### config.mk
export PLATFORM = sky130hd
export DESIGN_NAME = muldiv_unit_flat
export DESIGN_NICKNAME = d
export VERILOG_FILES = /design/src/rtl/muldiv_pkg.sv /design/src/rtl/muldiv_if.sv /design/src/rtl/muldiv_datapath.sv /design/src/rtl/muldiv_unit.sv /design/src/flat_wrapper.sv
export SDC_FILE = /design/constraint.sdc
export NUM_CORES = 1
export LEC_CHECK = 0
export CAP_MARGIN = 20
export CORE_ASPECT_RATIO = 1.2
export CORE_MARGIN = 2
export CORE_UTILIZATION = 55
export CTS_BUF_LIST = sky130_fd_sc_hd__clkbuf_8
export DETAILED_ROUTE_END_ITERATION = 10
export GPL_ROUTABILITY_DRIVEN = 0
export PLACE_DENSITY = 0.74
export REMOVE_ABC_BUFFERS = 1
export SLEW_MARGIN = 25
export SYNTH_ARGS = -nofsm -noshare
export SYNTH_HDL_FRONTEND = slang
export SYNTH_SLANG_ARGS = --single-unit
export TNS_END_PERCENT = 50
### constraint.sdc
create_clock -name clk -period 5.6 [get_ports clk]
set_input_delay 1.12 -clock clk [delete_from_list [all_inputs] [get_ports clk]]
set_output_delay 1.12 -clock clk [all_outputs]
set_load 0.01 [all_outputs]
### src/rtl/muldiv_pkg.sv
// Shared definitions for the RV32M multiply/divide unit:
// funct3 op codes, FSM state encoding and operand signedness helpers.
package muldiv_pkg;

    localparam logic [2:0] F3_MUL    = 3'b000;
    localparam logic [2:0] F3_MULH   = 3'b001;
    localparam logic [2:0] F3_MULHSU = 3'b010;
    localparam logic [2:0] F3_MULHU  = 3'b011;
    localparam logic [2:0] F3_DIV    = 3'b100;
    localparam logic [2:0] F3_DIVU   = 3'b101;
    localparam logic [2:0] F3_REM    = 3'b110;
    localparam logic [2:0] F3_REMU   = 3'b111;

    typedef enum logic [1:0] {
        S_IDLE = 2'd0,
        S_CALC = 2'd1,
        S_FIX  = 2'd2,
        S_DONE = 2'd3
    } state_t;

    function automatic logic is_signed_a(input logic [2:0] f3);
        return (f3 == F3_MUL) || (f3 == F3_MULH) || (f3 == F3_MULHSU)
            || (f3 == F3_DIV) || (f3 == F3_REM);
    endfunction

    function automatic logic is_signed_b(input logic [2:0] f3);
        return (f3 == F3_MUL) || (f3 == F3_MULH)
            || (f3 == F3_DIV) || (f3 == F3_REM);
    endfunction

endpackage

### src/rtl/muldiv_if.sv
// Request/response bundle between the execute stage and the
// multiply/divide unit; master issues ops, slave is the unit.
interface muldiv_if #(
    parameter int XLEN  = 32,
    parameter int TAG_W = 5
);
    logic             in_valid;
    logic             in_ready;
    logic [2:0]       funct3;
    logic [XLEN-1:0]  a;
    logic [XLEN-1:0]  b;
    logic [TAG_W-1:0] tag_in;
    logic             flush;
    logic             out_valid;
    logic             out_ready;
    logic [XLEN-1:0]  result;
    logic [TAG_W-1:0] tag_out;
    logic             div_by_zero;

    modport master (
        output in_valid, funct3, a, b, tag_in, flush, out_ready,
        input  in_ready, out_valid, result, tag_out, div_by_zero
    );

    modport slave (
        input  in_valid, funct3, a, b, tag_in, flush, out_ready,
        output in_ready, out_valid, result, tag_out, div_by_zero
    );
endinterface

### src/rtl/muldiv_datapath.sv
// Bit-serial shift-add multiplier / restoring divider sharing one
// adder, plus the sign-correction and hi/lo select used in FIX.
module muldiv_datapath
    import muldiv_pkg::*;
#(
    parameter int XLEN = 32
) (
    input  logic            clk,
    input  logic            rst,
    input  logic            load,
    input  logic            step,
    input  logic [2:0]      funct3,
    input  logic [XLEN-1:0] a,
    input  logic [XLEN-1:0] b,
    output logic            done,
    output logic [XLEN-1:0] fix_result
);
    localparam int CW = $clog2(XLEN);
    localparam logic [CW-1:0] CNT_TOP = CW'(XLEN - 1);

    logic [XLEN-1:0]   hi;
    logic [XLEN-1:0]   lo;
    logic [XLEN-1:0]   op;
    logic [CW-1:0]     cnt;
    logic [2:0]        f3;
    logic              neg_main;
    logic              neg_rem;

    logic              sa;
    logic              sb;
    logic [XLEN-1:0]   ma;
    logic [XLEN-1:0]   mb;
    logic              op_div;
    logic [XLEN:0]     add_a;
    logic [XLEN:0]     add_b;
    logic [XLEN+1:0]   sum;
    logic              no_borrow;
    logic [XLEN:0]     mul_s;
    logic [2*XLEN-1:0] prod;
    logic [2*XLEN-1:0] prod_fix;
    logic [XLEN-1:0]   quot;
    logic [XLEN-1:0]   rem;

    // operand magnitudes and the shared add/subtract step
    always_comb begin
        sa        = is_signed_a(funct3) & a[XLEN-1];
        sb        = is_signed_b(funct3) & b[XLEN-1];
        ma        = sa ? -a : a;
        mb        = sb ? -b : b;
        op_div    = f3[2];
        add_a     = op_div ? {hi, lo[XLEN-1]} : {1'b0, hi};
        add_b     = op_div ? ~{1'b0, op} : {1'b0, op};
        sum       = {1'b0, add_a} + {1'b0, add_b}
                  + (XLEN+2)'(op_div);
        no_borrow = sum[XLEN+1];
        mul_s     = lo[0] ? sum[XLEN:0] : {1'b0, hi};
    end

    // operand load on accept, one product/quotient bit per CALC cycle
    always_ff @(posedge clk) begin
        if (rst) begin
            hi       <= '0;
            lo       <= '0;
            op       <= '0;
            cnt      <= '0;
            f3       <= '0;
            neg_main <= 1'b0;
            neg_rem  <= 1'b0;
        end else if (load) begin
            f3       <= funct3;
            hi       <= '0;
            cnt      <= CNT_TOP;
            neg_main <= sa ^ sb;
            if (funct3[2]) begin
                lo      <= ma;
                op      <= mb;
                neg_rem <= sa;
            end else begin
                lo      <= mb;
                op      <= ma;
                neg_rem <= 1'b0;
            end
        end else if (step) begin
            cnt <= cnt - CW'(1);
            if (op_div) begin
                hi <= no_borrow ? sum[XLEN-1:0] : add_a[XLEN-1:0];
                lo <= {lo[XLEN-2:0], no_borrow};
            end else begin
                hi <= mul_s[XLEN:1];
                lo <= {mul_s[0], lo[XLEN-1:1]};
            end
        end
    end

    assign done = (cnt == '0);

    // sign correction and hi/lo select for the finished op
    always_comb begin
        prod     = {hi, lo};
        prod_fix = neg_main ? -prod : prod;
        quot     = neg_main ? -lo : lo;
        rem      = neg_rem ? -hi : hi;
        if (f3[2]) begin
            fix_result = f3[1] ? rem : quot;
        end else if (f3[1:0] == 2'b00) begin
            fix_result = prod_fix[XLEN-1:0];
        end else begin
            fix_result = prod_fix[2*XLEN-1:XLEN];
        end
    end

endmodule

### src/rtl/muldiv_unit.sv
// RV32M multi-cycle multiply/divide unit: handshake FSM, special-case
// fast path and held output registers around the serial datapath.
module muldiv_unit
    import muldiv_pkg::*;
#(
    parameter int XLEN  = 32,
    parameter int TAG_W = 5
) (
    input logic      clk,
    input logic      rst,
    muldiv_if.slave  bus
);
    localparam logic [XLEN-1:0] MIN_VAL = {1'b1, {(XLEN-1){1'b0}}};
    localparam logic [XLEN-1:0] ONES    = '1;

    state_t           state_q;
    state_t           next_state;
    logic             accept;
    logic             special;
    logic             load;
    logic             step;
    logic             done;
    logic [XLEN-1:0]  fix_result;
    logic [XLEN-1:0]  spec_result;
    logic             spec_dbz;
    logic [TAG_W-1:0] tag_r;
    logic [XLEN-1:0]  result_q;
    logic [TAG_W-1:0] tag_q;
    logic             valid_q;
    logic             dbz_q;

    assign bus.in_ready    = (state_q == S_IDLE);
    assign bus.out_valid   = valid_q;
    assign bus.result      = result_q;
    assign bus.tag_out     = tag_q;
    assign bus.div_by_zero = dbz_q;
    assign accept          = bus.in_valid && bus.in_ready;

    // divide by zero and signed overflow bypass the serial datapath
    always_comb begin
        special     = 1'b0;
        spec_dbz    = 1'b0;
        spec_result = '0;
        if (bus.funct3[2]) begin
            if (bus.b == '0) begin
                special     = 1'b1;
                spec_dbz    = 1'b1;
                spec_result = bus.funct3[1] ? bus.a : ONES;
            end else if (!bus.funct3[0] && bus.a == MIN_VAL
                         && bus.b == ONES) begin
                special     = 1'b1;
                spec_result = bus.funct3[1] ? '0 : MIN_VAL;
            end
        end
    end

    // state register
    always_ff @(posedge clk) begin
        if (rst) begin
            state_q <= S_IDLE;
        end else begin
            state_q <= next_state;
        end
    end

    // next state and datapath controls; flush overrides everything
    always_comb begin
        next_state = state_q;
        load       = 1'b0;
        step       = 1'b0;
        unique case (state_q)
            S_IDLE: begin
                if (accept) begin
                    if (special) begin
                        next_state = S_DONE;
                    end else begin
                        next_state = S_CALC;
                        load       = 1'b1;
                    end
                end
            end
            S_CALC: begin
                step = 1'b1;
                if (done) begin
                    next_state = S_FIX;
                end
            end
            S_FIX: begin
                next_state = S_DONE;
            end
            S_DONE: begin
                if (bus.out_ready) begin
                    next_state = S_IDLE;
                end
            end
        endcase
        if (bus.flush) begin
            next_state = S_IDLE;
            load       = 1'b0;
            step       = 1'b0;
        end
    end

    // tag captured on accept for the serial path
    always_ff @(posedge clk) begin
        if (rst) begin
            tag_r <= '0;
        end else if (accept && !bus.flush) begin
            tag_r <= bus.tag_in;
        end
    end

    // output registers, loaded only when entering DONE
    always_ff @(posedge clk) begin
        if (rst) begin
            valid_q  <= 1'b0;
            result_q <= '0;
            tag_q    <= '0;
            dbz_q    <= 1'b0;
        end else begin
            valid_q <= (next_state == S_DONE);
            if (!bus.flush) begin
                if (accept && special) begin
                    result_q <= spec_result;
                    tag_q    <= bus.tag_in;
                    dbz_q    <= spec_dbz;
                end else if (state_q == S_FIX) begin
                    result_q <= fix_result;
                    tag_q    <= tag_r;
                    dbz_q    <= 1'b0;
                end
            end
        end
    end

    muldiv_datapath #(
        .XLEN(XLEN)
    ) u_dp (
        .clk        (clk),
        .rst        (rst),
        .load       (load),
        .step       (step),
        .funct3     (bus.funct3),
        .a          (bus.a),
        .b          (bus.b),
        .done       (done),
        .fix_result (fix_result)
    );

endmodule

### src/flat_wrapper.sv
// flat-port wrapper written by rule: the top's interface ports become plain ports
module muldiv_unit_flat import muldiv_pkg::*;
#(
    parameter int XLEN  = 32,
    parameter int TAG_W = 5
)
  (clk, rst, bus_in_valid, bus_funct3, bus_a, bus_b, bus_tag_in, bus_flush, bus_out_ready, bus_in_ready, bus_out_valid, bus_result, bus_tag_out, bus_div_by_zero);
  muldiv_if #(.XLEN(XLEN), .TAG_W(TAG_W)) bus_i ();
  input logic clk;
  input logic rst;
  input wire logic [$bits(bus_i.in_valid)-1:0] bus_in_valid;
  input wire logic [$bits(bus_i.funct3)-1:0] bus_funct3;
  input wire logic [$bits(bus_i.a)-1:0] bus_a;
  input wire logic [$bits(bus_i.b)-1:0] bus_b;
  input wire logic [$bits(bus_i.tag_in)-1:0] bus_tag_in;
  input wire logic [$bits(bus_i.flush)-1:0] bus_flush;
  input wire logic [$bits(bus_i.out_ready)-1:0] bus_out_ready;
  output wire logic [$bits(bus_i.in_ready)-1:0] bus_in_ready;
  output wire logic [$bits(bus_i.out_valid)-1:0] bus_out_valid;
  output wire logic [$bits(bus_i.result)-1:0] bus_result;
  output wire logic [$bits(bus_i.tag_out)-1:0] bus_tag_out;
  output wire logic [$bits(bus_i.div_by_zero)-1:0] bus_div_by_zero;
  assign bus_i.in_valid = bus_in_valid;
  assign bus_i.funct3 = bus_funct3;
  assign bus_i.a = bus_a;
  assign bus_i.b = bus_b;
  assign bus_i.tag_in = bus_tag_in;
  assign bus_i.flush = bus_flush;
  assign bus_i.out_ready = bus_out_ready;
  assign bus_in_ready = bus_i.in_ready;
  assign bus_out_valid = bus_i.out_valid;
  assign bus_result = bus_i.result;
  assign bus_tag_out = bus_i.tag_out;
  assign bus_div_by_zero = bus_i.div_by_zero;
  muldiv_unit #(.XLEN(XLEN), .TAG_W(TAG_W)) u_core (.clk(clk), .rst(rst), .bus(bus_i));
endmodule
; ---- After elaboration in Yosys (flattened, before gate mapping)
; Cells that the tools add are included.
[totals]
register_bits = 152
inputBits = 77
out_inout_bits = 40
word_cells = 107
[classes]
n_addsub = 8
n_eq_ne = 10
mux = 49
bitwise = 5
reduce_logical = 22
[op_table]
columns = cell, count
row1 = $mux 32, 21
row2 = $neg 32->32, 4
row3 = $mux 33, 3
row4 = $eq 32x32->1 const B, 2
row5 = $mux 64, 1
row6 = $neg 64->64, 1
row7 = $add 33x33->34, 1
row8 = $add 34x1->34, 1
row9 = $not 32->33, 1
row10 = $logic_not 32->1, 1
row11 = $mux 5, 4
row12 = $mux 1, 14
row13 = $mux 2, 5
row14 = $pmux 2 s4, 1
row15 = $eq 2x2->1 const B, 3
row16 = $eq 3x3->1 const B, 2
row17 = $logic_or 1x1->1, 6
row18 = $logic_and 1x1->1, 5
row19 = $logic_not 5->1, 1
row20 = $sub 5x1->5 const B, 1
row21 = $logic_not 2->1, 2
row22 = $reduce_bool 2->1, 2
row23 = $eq 3x1->1 const B, 1
row24 = $eq 3x2->1 const B, 1
row25 = 8 further kinds, 10

; ---- Longest topological paths before layout
[logic_depth]
depth_word = 11
depth_mapped = 19
ltp_nobuf = 12

; ---- Cells and area by module
; A second synthesis with hierarchy kept.
[unflattened]
hier_cells = 2060
hier_area_um2 = 15119.5
[modules_own_cells]
columns = mod, instances, cells_per_inst, area_per_inst_um2, seq_area_each_um2
row1 = muldiv_datapath, 1, 1770, 12808.5, 2122.0
row2 = muldiv_unit, 1, 290, 2311.0, 920.9

; ---- Worst setup path before layout
; Ideal clock, no wire load.
[synth_timing]
path_kind = register to register
start = register u_core.u_dp.f3[2]
end = register u_core.u_dp.hi[15]
setup_ns = 0.117
t_arrival_ns = 4.398
t_required_ns = 5.483
slack_ns = 1.084
stages_incl_launch_ff = 16
path_buffers = 6
path_cell_list = dfxtp_1 > clkbuf_1 > clkbuf_1 > buf_1 > clkbuf_1 > mux2_2 > ha_1 > a21o_1 > and3_1 > nor3_1 > o22ai_1 > a211oi_1 > clkbuf_1 > clkbuf_1 > o211ai_1 > a32o_1
[synth_via]
elab_chain_cells = 5
elab_cells_between_ends = 7
cone_classes = add/sub: 2 / mux: 5
[synth_lines]
columns = element, line_no
row1 = from (decl), muldiv_datapath.sv:25  ; logic [2:0] f3;
row2 = from (signal assigned), muldiv_datapath.sv:70  ; f3 <= funct3;
row3 = $mux 33 (on tied branches), "muldiv_datapath.sv:51, muldiv_datapath.sv:52"
row4 = $add 33x33->34, muldiv_datapath.sv:53  ; sum = {1'b0, add_a} + {1'b0, add_b}
row5 = $add 34x1->34, muldiv_datapath.sv:54  ; + (XLEN+2)'(op_div);
row6 = $mux 33 / $mux 32 (equally long branches), "muldiv_datapath.sv:56, muldiv_datapath.sv:86"
row7 = $mux 32 *, muldiv_datapath.sv:85  ; if (op_div) begin
row8 = to (signal assigned), muldiv_datapath.sv:86  ; hi <= no_borrow ? sum[XLEN-1:0] : add_a[XLEN-1:0];
row9 = to (signal assigned), muldiv_datapath.sv:89  ; hi <= mul_s[XLEN:1];
row10 = to (decl), muldiv_datapath.sv:21  ; logic [XLEN-1:0] hi;
; Mark *: on every way between the ends. The rest lies on a longest branch, timed or not.
; A chain may end at the register's enable or synchronous reset.

; ---- Worst setup path in the final report
[layout_timing]
start = input port bus_a[0]
end = register u_core.result_q[23], in the netlist u_core.bus.result[23]
[layout_via]
elab_chain_cells = 9
elab_cells_between_ends = 13
cone_classes = eq/ne: 1 / mux: 7 / reduce/logical: 5
[layout_lines]
columns = element, line_no
row1 = from (decl), flat_wrapper.sv:13  ; input wire logic [$bits(bus_i.a)-1:0] bus_a;
row2 = $eq 32x32->1 *, muldiv_unit.sv:49  ; end else if (!bus.funct3[0] && bus.a == MIN_VAL
row3 = $logic_and 1x1->1 *, muldiv_unit.sv:49
row4 = $logic_and 1x1->1 *, muldiv_unit.sv:50  ; && bus.b == ONES) begin
row5 = $mux 1, muldiv_unit.sv:49
row6 = $mux 1, muldiv_unit.sv:45  ; if (bus.b == '0) begin
row7 = $mux 1, muldiv_unit.sv:44  ; if (bus.funct3[2]) begin
row8 = $logic_and 1x1->1, muldiv_unit.sv:123  ; if (accept && special) begin
row9 = $reduce_bool 2->1 (no line), -
row10 = $reduce_and 2->1 (no line), -
row11 = to (signal assigned), muldiv_unit.sv:124  ; result_q <= spec_result;
row12 = to (signal assigned), muldiv_unit.sv:128  ; result_q <= fix_result;
row13 = to (decl), muldiv_unit.sv:27  ; logic [XLEN-1:0] result_q;
; Marked as above.

==> metrics.md <==
| Metric | Value |
|---|---|
| Worst Skew | 0.0224 ns |
| Crit start category | input pin |
| Design area | 0.0161 sq mm |
| Slew of the pin with the lowest slew margin | 1.01 ns |
| First-pass GRT wire length | roughly 79,000 microns |
| Total gr overflow | 0 |
| Layout cells sized above 1 | under 10% |
| Util after Layout | roughly three fifths |
| Worst endpoint required time | about 6 ns |
| Most common cell after layout, fill and taps aside | nand2_1 |
| Vias | 15,800 |
| WL per Instance | around 22 microns |
| Largest cells by area after synthesis | dfxtp_1, xor2_1, nand2_1 |
| Crit Path Class | in -> reg |
| CTS Buf Count | 17 |
| Post-synth EDFFs | 0 |
| Total power | 3.14 mW |
| Most frequent cells in the layout | nand2_1, a21oi_1, nor2_1 |
| Endpoints failing setup | 0 |
| Fin crit share | between 70% and 80% |
| P&R area growth vs syn | 11.1% |
| Reg2Reg Launch Point | u_core.u_dp.f3[2]$_SDFFE_PP0P_ |
| Yosys top cell by area | dfxtp_1 |
| Port Buffers | around 120 |
| Ports | around 120 |
| Mapped cell area | between 0.01 and 0.015 sq mm |
| Vias per std cell | around 6.7 |
| Drt drc | 0 |
| Crit path time final | 4.46 ns |
| GRT Total Usage | between 30 and 40% |
| Worst hold margin | between 0.4 and 0.5 ns |
| Peak supply drop | 0.000145 V |
| Htree depth | 4 |
| Register area share after synthesis | between 20% and 30% |
| GRT met1 Usage | about 46% |
| MaxCap Viol Count | 0 |
| PwrDens | 195 mW/mm^2 |
| Min-Delay Path Depth | 2 |
| GR Layer Usage met3 | 5.13% |
| Post-Syn Area per Cell | a little over 7 sq um |
| Die ar. | about 0.028 sq mm |
| Die width | roughly 150 microns |
| Worst-path clk slew | ~0.090 ns |
| Hold-fix buffers, CTS | 0 |
| Number of global-route vias before repair | around 15,000 |
| Max-slew headroom | 32.3% |
| Setup slack, reg-to-reg | roughly 1.3 ns |
| GRT met2 Usage | approximately three fifths |
| CTS tree | built |
| Syn Inst Count | 2,031 |
| Placed cell area | around 0.016 sq mm |
| CTS sink cnt | roughly 150 |
| Status | finished, final reports clean |
| Synth top area share | a little over a fifth |
| Largest net degree at the start of global routing | between 80 and 90 |
| DRT iter0 DRCs | around 1,700 |
| Fmax | between 200 and 250 MHz |
| CTS resizes | 0 |
| Max-slew violations | 0 |
| Critical path peak fanout | 21 |
| Nets | around 2,100 |
| Unrepaired setup endpoints after global routing | no |
| DRT antenna net count | 0 |
| Fin. Hold Viols | 0 |
| Distinct cells, synth | 79 |
| Worst flop-to-flop path endpoint | u_core.u_dp.hi[0]$_SDFFE_PP0P_ |
| Hold Crit Endpoint | u_core.u_dp.op[14]$_SDFFE_PP0P_ |
| Min-delay src | u_core.u_dp.op[14]$_SDFFE_PP0P_ |
| Initial antenna violation count | 0 |
| Max clock buf depth | 2 |
| Die height | between 150 and 200 microns |
| Worst path arrival time | 4.85 ns |
| Worst-Skew Late Latency | about 0.49 ns |
| R2R depth | 14 |
| Pleak | around 6.0 nW |
| Std-Cell Rows | 65 |
| Initial Util | between 50% and 60% |
| FFs w/ async S/R, synth | 0% |
| Post-CTS Setup Bufs | 0 |
| DP Wirelength | roughly 37,000 microns |
| Top_reg_cell synth | dfxtp_1 |
| Clk root buf | clkbuf_8 |
| GRT Max-Usage Layer | met2 |
| Synth Register Bits | about 150 |
| First-pass DRT Iterations | 8 |
| Final wirelength | about 51,000 microns |
| Hold Crit Class | reg -> reg |
| Setup_tns | 0 ns |
| Synth Warn # | 0 |
| Critical path capture point type | flop |
| Antenna Cells | 0 |
| Core ar. | 0.0261 sq mm |
[flip-flops by register name, indices dropped and copies added (netlist names)]
register                count
u_core.u_dp.op             32
u_core.bus.result          32
u_core.state_q              2
u_core.u_dp.lo             32
u_core.u_dp.hi             32
u_core.u_dp.neg_main        1
u_core.u_dp.f3              3
u_core.tag_r                5
u_core.u_dp.cnt             5
u_core.bus.out_valid        1
u_core.bus.tag_out          5
u_core.u_dp.neg_rem         1
u_core.bus.div_by_zero      1
[kinds of logic (layout without fill, tap and decap cells)]
group	Yosys count	in the layout	share of synthesized area [%]
XOR/XNOR	200	200	12.1
AND/OR/NAND/NOR	670	670	21.7
AO/OA/AOI/OAI	657	657	29.0
multiplexers	95	95	6.88
adder cells (fa/ha/maj)	38	38	3.33
buffers and inverters	219	214	6.06
flip-flops	152	152	21.0
[area by class of cell]
type                    instances  area, sq um
repair buffers                152         1460
inverters                      32          120
fillers                      2375        10000
multi-input cells            1660        10600
flip-flops and latches        152         3050
well taps                     335          419
clock inverters                12          200
clock buffers                  18          248
[metal layers]
metal | vias to the layer above | wire length [microns]
met5 | - | 0
met4 | 0 | 2340
met3 | 168 | 4290
met2 | 908 | 23600
met1 | 7348 | 20700
li1 | 7358 | -
[power by group]
part	leakage, nW	switching, mW	internal (mW)
clock	0.217	0.455	0.537
sequential	1.24	0.0689	1.13
combinational	4.51	0.590	0.364
total	5.96	1.11	2.03
[worst max path at each step]
| stage | start | cells past startpoint | to |
|---|---|---|---|
| 2_1_floorplan | u_core.u_dp.f3[2]$_SDFFE_PP0P_ | 10 | u_core.u_dp.hi[20]$_SDFFE_PP0P_ |
| 3_3_place_gp | bus_a[0] | 13 | u_core.bus.result[23]$_SDFFE_PP0P_ |
| 3_5_place_dp | bus_a[0] | 13 | u_core.bus.result[23]$_SDFFE_PP0P_ |
| 4_1_cts | u_core.u_dp.f3[2]$_SDFFE_PP0P_ | 11 | u_core.u_dp.hi[22]$_SDFFE_PP0P_ |
| 5_1_grt | bus_a[0] | 13 | u_core.bus.result[23]$_SDFFE_PP0P_ |
| 6_report | bus_a[0] | 13 | u_core.bus.result[23]$_SDFFE_PP0P_ |
[stage by stage]
step	std cells	worst slack, ns
5_1_grt	2361	0.958
2_1_floorplan	1844	-4.60
6_report	2361	1.14
3_3_place_gp	2330	0.803
3_5_place_dp	2330	0.798
4_1_cts	2360	1.11
[Yosys cell counts, types with 15 or more instances]
cell type  number
nand2_1       254
a21oi_1       179
nor2_1        171
o21ai_0       165
clkbuf_1      158
dfxtp_1       152
xor2_1        116
xnor2_1        84
o211ai_1       65
mux2i_1        58
nor3_1         46
ha_1           37
mux2_2         37
nand3_1        34
inv_1          32
a31oi_1        30
o31ai_1        27
a211oi_1       26
a311oi_1       22
nand4_1        22
nor4_1         21
a221oi_1       16
o22ai_1        16
or4_1          15
[worst max-delay path, stage by stage]
cell,delay [ns]
clkdlybuf4s50_1,0.50
inv_1,0.09
ha_1,0.18
or4b_2,0.66
nor4_1,0.26
buf_4,0.19
nand3_1,0.11
a2bb2o_2,0.33
a21oi_1,0.13
or3_1,0.69
nor3_1,0.30
a21oi_1,0.08
a21oi_1,0.19
Power figures use the tool's default switching activity.
